<file path="config.mk">
export PLATFORM = sky130hd
export DESIGN_NAME = serial_add_ctrl
export DESIGN_NICKNAME = d
export VERILOG_FILES = /design/src/rtl/serial_add_ctrl.sv
export SDC_FILE = /design/constraint.sdc
export NUM_CORES = 1
export LEC_CHECK = 0
export ABC_AREA = 1
export BUFFER_PORTS_ARGS = -buffer_cell sky130_fd_sc_hd__buf_2
export CORE_MARGIN = 8
export CORE_UTILIZATION = 54
export DETAILED_ROUTE_END_ITERATION = 7
export HOLD_SLACK_MARGIN = 0.12
export PLACE_DENSITY = 0.78
export SYNTH_ARGS = -nofsm -noshare
export SYNTH_HDL_FRONTEND = slang
export SYNTH_HIERARCHICAL = 1
export SYNTH_SLANG_ARGS = --single-unit
</file>
<file path="constraint.sdc">
create_clock -name clk -period 1.4 [get_ports clk]
set_clock_uncertainty 0.05 [all_clocks]
set_input_delay 0.14 -clock clk [delete_from_list [all_inputs] [get_ports clk]]
set_output_delay 0.14 -clock clk [all_outputs]
set_load 0.005 [all_outputs]
</file>
<file path="src/rtl/serial_add_ctrl.sv">
// serial_add_ctrl: bit-serial WIDTH-bit adder that steps one shared full_adder cell LSB-first.
module full_adder (
   input  logic Ain,
   input  logic Bin,
   input  logic Cin,
   output logic Sout,
   output logic Cout
);
   assign Sout = Ain ^ Bin ^ Cin;
   assign Cout = (Ain & Bin) | (Cin & (Ain ^ Bin));
endmodule

module serial_add_ctrl #(
   parameter int WIDTH = 8
) (
   input  logic             clk,
   input  logic             reset_n,
   input  logic             start,
   input  logic [WIDTH-1:0] A_in,
   input  logic [WIDTH-1:0] B_in,
   input  logic             Cin_in,
   output logic             busy,
   output logic             done,
   output logic [WIDTH-1:0] Sum_out,
   output logic             Cout_out,
   output logic             Ovf_out
);
   localparam int CW = $clog2(WIDTH + 1);
   localparam logic [CW-1:0] LAST = CW'(WIDTH - 1);
   typedef enum logic [1:0] {IDLE, RUN, DONE} state_t;
   state_t state;
   logic [WIDTH-1:0] a_sh, b_sh, r_sh;
   logic [CW-1:0] count;
   logic carry, s, c;
   full_adder fa (.Ain(a_sh[0]), .Bin(b_sh[0]), .Cin(carry), .Sout(s), .Cout(c));
   always_ff @(posedge clk) begin
      if (!reset_n) begin
         state    <= IDLE;
         a_sh     <= '0;
         b_sh     <= '0;
         r_sh     <= '0;
         carry    <= 1'b0;
         count    <= '0;
         busy     <= 1'b0;
         done     <= 1'b0;
         Sum_out  <= '0;
         Cout_out <= 1'b0;
         Ovf_out  <= 1'b0;
      end else begin
         case (state)
            IDLE: if (start) begin
               a_sh  <= A_in;
               b_sh  <= B_in;
               carry <= Cin_in;
               r_sh  <= '0;
               count <= '0;
               busy  <= 1'b1;
               state <= RUN;
            end
            RUN: begin
               r_sh  <= {s, r_sh[WIDTH-1:1]};
               carry <= c;
               a_sh  <= a_sh >> 1;
               b_sh  <= b_sh >> 1;
               count <= count + 1'b1;
               // carry still holds the carry into the MSB on the final step
               if (count == LAST) begin
                  Sum_out  <= {s, r_sh[WIDTH-1:1]};
                  Cout_out <= c;
                  Ovf_out  <= carry ^ c;
                  done     <= 1'b1;
                  state    <= DONE;
               end
            end
            DONE: begin
               done  <= 1'b0;
               busy  <= 1'b0;
               state <= IDLE;
            end
            default: state <= IDLE;
         endcase
      end
   end
endmodule
</file>
Word level (Yosys, flattened, before mapping)
Cells that the tools add are included.
{"block": "classes", "add_sub_neg": 1, "eq_ne": 5, "mux": 17, "n_bitwise": 6, "n_reduce_logical": 9}
{"op": "one-hot mux 8 bit (2 select lines)", "count": 3}
{"op": "two-way mux 8 bit", "count": 3}
{"op": "AND reduction 2 bit", "count": 5}
{"op": "one-hot mux 4 bit (2 select lines)", "count": 1}
{"op": "one-hot mux 1 bit (2 select lines)", "count": 3}
{"op": "nonzero test 2 bit", "count": 3}
{"op": "adder 4 x 1 -> 4 bit, second input constant", "count": 1}
{"op": "equality test 4 x 3 -> 1 bit, second input constant", "count": 1}
{"op": "two-way mux 2 bit", "count": 2}
{"op": "two-way mux 4 bit", "count": 1}
{"op": "!= test 2 bit, second input constant", "count": 2}
{"op": "one-hot mux 2 bit (2 select lines)", "count": 1}
{"op": "two-way mux 1 bit", "count": 3}
{"op": "XOR 1 bit", "count": 3}
{"op": "bitwise AND 1 bit", "count": 2}
{"op": "equality test 2 x 1 -> 1 bit, second input constant", "count": 1}
{"op": "equality test 2 bit, second input constant", "count": 1}
{"op": "zero test 2 bit", "count": 1}
{"op": "bitwise OR 1 bit", "count": 1}
{"block": "totals", "regBits": 43, "out_inout_bits": 12, "word_cells": 49}

Longest topological paths before layout
{"block": "depth", "word_depth": 4, "ltp_mapped": 7}

Modules after synthesis
The synthesis kept the hierarchy.
{"module": "serial_add_ctrl", "instances": 1, "cells_each": 261, "area_per_inst_um2": 1773.0, "seq_area_each_um2": 840.8}
{"module": "full_adder", "instances": 1, "cells_each": 1, "area_per_inst_um2": 20.0, "seq_area_each_um2": 0.0}

Worst setup path before layout
OpenSTA, ideal clock, no wires.
{"block": "synth_timing", "kind": "register to register", "start": "reg a_sh[0]", "end": "reg Ovf_out", "arrival_time_ns": 1.072, "required_time_ns": 1.237, "path_slack_ns": 0.166, "stages_incl_launch_ff": 6, "path_buffers": 0, "synth_period_minus_slack_ns": 1.234, "path_cell_list": "dfxtp_1 fa_1 xnor2_1 nand2_1 nand2_1 nor2_1"}
{"block": "synth_between", "elab_chain_cells": 4}
{"item": "start, declared", "line_no": "32", "rtl": "logic [WIDTH-1:0] a_sh, b_sh, r_sh;"}
{"item": "start signal, assigned", "line_no": "52", "rtl": "a_sh <= A_in;"}
{"item": "start signal, assigned", "line_no": "63", "rtl": "a_sh <= a_sh >> 1;"}
{"item": "XOR 1 bit", "line_no": "10", "rtl": "assign Cout = (Ain & Bin) | (Cin & (Ain ^ Bin));"}
{"item": "bitwise AND 1 bit", "line_no": "10"}
{"item": "bitwise OR 1 bit (*)", "line_no": "10"}
{"item": "via c", "line_no": "34", "rtl": "logic carry, s, c;"}
{"item": "XOR 1 bit (*)", "line_no": "70", "rtl": "Ovf_out <= carry ^ c;"}
{"item": "end signal, assigned", "line_no": "70"}
{"item": "end, declared", "line_no": "26", "rtl": "output logic Ovf_out"}
The timed path passes the listed nets; every way through them passes the cells marked *.
A chain may end at the register's enable or synchronous reset.

Worst setup path in the final report
{"block": "layout_timing", "start": "reg count[0]", "end": "reg Sum_out[3]"}
{"block": "layout_between", "elab_chain_cells": 2}
{"item": "start, declared", "line_no": "33", "rtl": "logic [CW-1:0] count;"}
{"item": "start signal, assigned", "line_no": "65", "rtl": "count <= count + 1'b1;"}
{"item": "equality test 4 x 3 -> 1 bit", "line_no": "67", "rtl": "if (count == LAST) begin"}
{"item": "AND reduction 2 bit (no line)"}
{"item": "end signal, assigned", "line_no": "68", "rtl": "Sum_out <= {s, r_sh[WIDTH-1:1]};"}
{"item": "end, declared", "line_no": "24", "rtl": "output logic [WIDTH-1:0] Sum_out,"}
Every way passes these cells.

==> flow_summary_export.csv <==
group,metric,value,unit
clock_tree,cts_root_buffer,"clkbuf_4",
clock_tree,cts.path.max_buffers,2,
cells_and_area,nFillCells,279,
hold_path,min_path_cells,4,
floorplan,core_area,3260,um^2
cells_and_area,multi_input_area,836,um^2
cells_and_area,layout-drive-gt1-share,0.193,
logic_synthesis,synth_nets,284,
floorplan,io_pins,32,
placed_design,dpl.hpwl,2630,um
cells_and_area,mostFrequentLayoutCells,"nand2_1 (96), dfxtp_1 (41), nor2_1 (41)",
setup_path,reg2reg_slack,0.11,ns
logic_synthesis,yosys.area_share.simple,0.377,
placed_design,io_buffers,31,
global_route,grt_use_total,0.156,
clock_tree,cts_tree,"built",
floorplan,die_area,5420,um^2
floorplan,start_util,0.550,
timing,finalCritPeriodShare,0.920,
global_route,grt_pass1_vias,1540,
global_route,antenna_found_initial,0,
logic_synthesis,synth_top_area_frac,0.469,
clock_tree,cts_sinks,42,
setup_path,arrival,1.53,ns
placed_design,pre_cts_ws,0.0905,ns
timing,fmax,776,MHz
timing,slew_headroom,0.748,
clock_tree,numCtsBuffers,5,
logic_synthesis,ys_seq_area_frac,0.469,
run_status,status,"finished clean",
drt,routed_via_density,4.66,
timing,rsz0062_at_grt,"no",
clock_tree,h-tree-depth,2,
logic_synthesis,synth_top_family_by_area,"simple AND/OR/NAND/NOR gates",
hold_path,hold_class,"in -> reg",
setup_path,crit_fanout,4,
global_route,grt_max_degree,20,
floorplan,num_rows,21,
global_route,overflow,0,
logic_synthesis,synth_area_leaders,"dfxtp_1 (47%), nand2_1 (20%), nor2_1 (9.0%), nand3_1 (6.7%), inv_1 (4.4%)",
cells_and_area,final_util,0.719,
clock_tree,clk_pin_slew,0.12,ns
clock_tree,clock_latency,0.35,ns
logic_synthesis,synth_area,1790,um^2
drt,drc,0,
timing,fin_tns_setup,0,ns
setup_path,timing.rr.start,"count[0]",
drt,via_count,1712,
setup_path,crit_type,"reg -> reg",
power_and_ir_drop,total_power,0.00233,W
flow_run,drv_cap,0,
timing,final-hold-violation-count,0,
cells_and_area,regArea,842,um^2
power_and_ir_drop,power_density,995,nW/um^2
power_and_ir_drop,vdd_drop_max,0.584,mV
drt,avgRoutedWirePerCell,10.9,um
global_route,grt_pass1_wl,6610,um
floorplan,dieWidth,73.6,um
logic_synthesis,synth_fa_ha_area_frac,0.0181,
power_and_ir_drop,p_leak,1.20,nW
setup_path,worst_setup_path_start_kind,"flip-flop",
timing,worst_pin_slew,0.374,ns
drt,drt_iter0_markers,122,
logic_synthesis,synth_top_cell_by_area,"dfxtp_1",
drt,ant_nets,0,
timing,slew_viol_final,0,
logic_synthesis,yosysUniqueCellTypes,19,
cells_and_area,final_nets,342,
floorplan,die_h,73.6,um
hold_path,holdPathEnd,"b_sh[7]",
logic_synthesis,synthCells,262,
drt,drt_wl_total,3990,um
timing,min_period,1.29,ns
placed_design,gp_congestion,0.772,
cells_and_area,diodes,0,
logic_synthesis,synthXorXnorAreaFrac,0.00488,
setup_path,r2r-end,"Sum_out[3]",
logic_synthesis,synth_compound_area_frac,0.0530,
hold_path,hold_path_startpoint,"start",
timing,setup_violations,0,
logic_synthesis,muxShareOfSynthArea,0,
logic_synthesis,postSynthAreaPerCell,6.84,um^2
logic_synthesis,yosysWarnings,6,
logic_synthesis,synth-seq-cells,42,
setup_path,crit_required,1.64,ns
drt,drtPass1Iterations,4,
setup_path,r2r_cells,7,
timing,worst_slack,0.112,ns
cells_and_area,syn2layout_area_growth,30.6,%
setup_path,worst_setup_path_end_kind,"flip-flop",
cells_and_area,final_common_cell,"nand2_1",
[power breakdown]
group | total, W | switching, W | internal, W | leakage, nW
logic | 0.000311 | 0.000163 | 0.000149 | 0.811
clock network | 0.000756 | 0.000386 | 0.000370 | 0.0450
registers | 0.00126 | 0.0000270 | 0.00124 | 0.342
total | 0.00233 | 0.000576 | 0.00176 | 1.20
[metrics by stage]
step	instances	hold WS (ns)	area, um^2
finish	367	0.120	2340
global route	367	0.134	2340
CTS	366	0.158	2320
detailed placement	340	0.343	2060
global placement	340	0.343	2060
floorplan	262	0.226	1790
[worst max-delay path by stage]
| stage | from | to |
|---|---|---|
| after floorplan | a_sh[0] | Ovf_out |
| after global placement | a_sh[0] | Ovf_out |
| after detailed placement | a_sh[0] | Ovf_out |
| after CTS | a_sh[0] | Ovf_out |
| after global routing | count[1] | Sum_out[7] |
| final | count[0] | Sum_out[3] |
[sequential cells by signal, summed over array words and instances, names as in the netlist]
name	count
busy	1
done	1
Cout_out	1
r_sh	7
a_sh	8
b_sh	8
carry	1
count	4
Sum_out	8
state	2
Ovf_out	1
[routing by layer]
metal	GRT usage	wire (um)	vias up
met1	0.178	1860	756
li1	-	-	920
met5	0	0	-
met3	0.0559	191	4
met4	0.0466	41	0
met2	0.264	1900	32
[area by class of cell]
type | instances | share of cell area
sequential | 42 | 0.360
multi-input combinational | 188 | 0.357
timing repair buffer | 60 | 0.189
inverter | 23 | 0.0369
tap | 46 | 0.0246
clock inverter | 3 | 0.0171
clock buffer | 5 | 0.0160
[synthesized netlist by cell type]
library cell  count
clkbuf_1          2
o22ai_1           1
o21ai_2           1
xnor2_1           1
ha_1              1
dfxtp_1          42
o21ai_0           3
a21oi_1          13
nor2_4            2
nand2_1          96
buf_1             1
nand2_4           1
inv_1            21
fa_1              1
nand3_1          24
inv_2             2
buf_4             3
buf_2             4
nor2_1           43
[kinds of logic (layout without fill, tap and decap cells)]
| kind of cell | Yosys count | count (layout) |
|---|---|---|
| adders and majority gates | 2 | 2 |
| xor gates and xnor gates | 1 | 1 |
| buffers and inverters | 33 | 91 |
| AOI/OAI and AO/OA | 18 | 18 |
| and+or+nand+nor | 166 | 167 |
| DFF | 42 | 42 |
[worst max-delay path, cell delays in order (launching register included)]
cell and delay [ns]:
dfxtp_1 0.38, ha_2 0.19, nand2_1 0.08, nor2_2 0.13
nand2_4 0.08, nor2_2 0.21, nand2_1 0.07, nand2_1 0.05
[repair_timing]
item,4_1_cts,5_1_grt
endpoints found under the setup margin,0,12
setup buffers,0,0
gates resized for setup,0,6
hold buffers,18,0
hold endpoints to repair,23,0
Power figures use the tool's default switching activity.
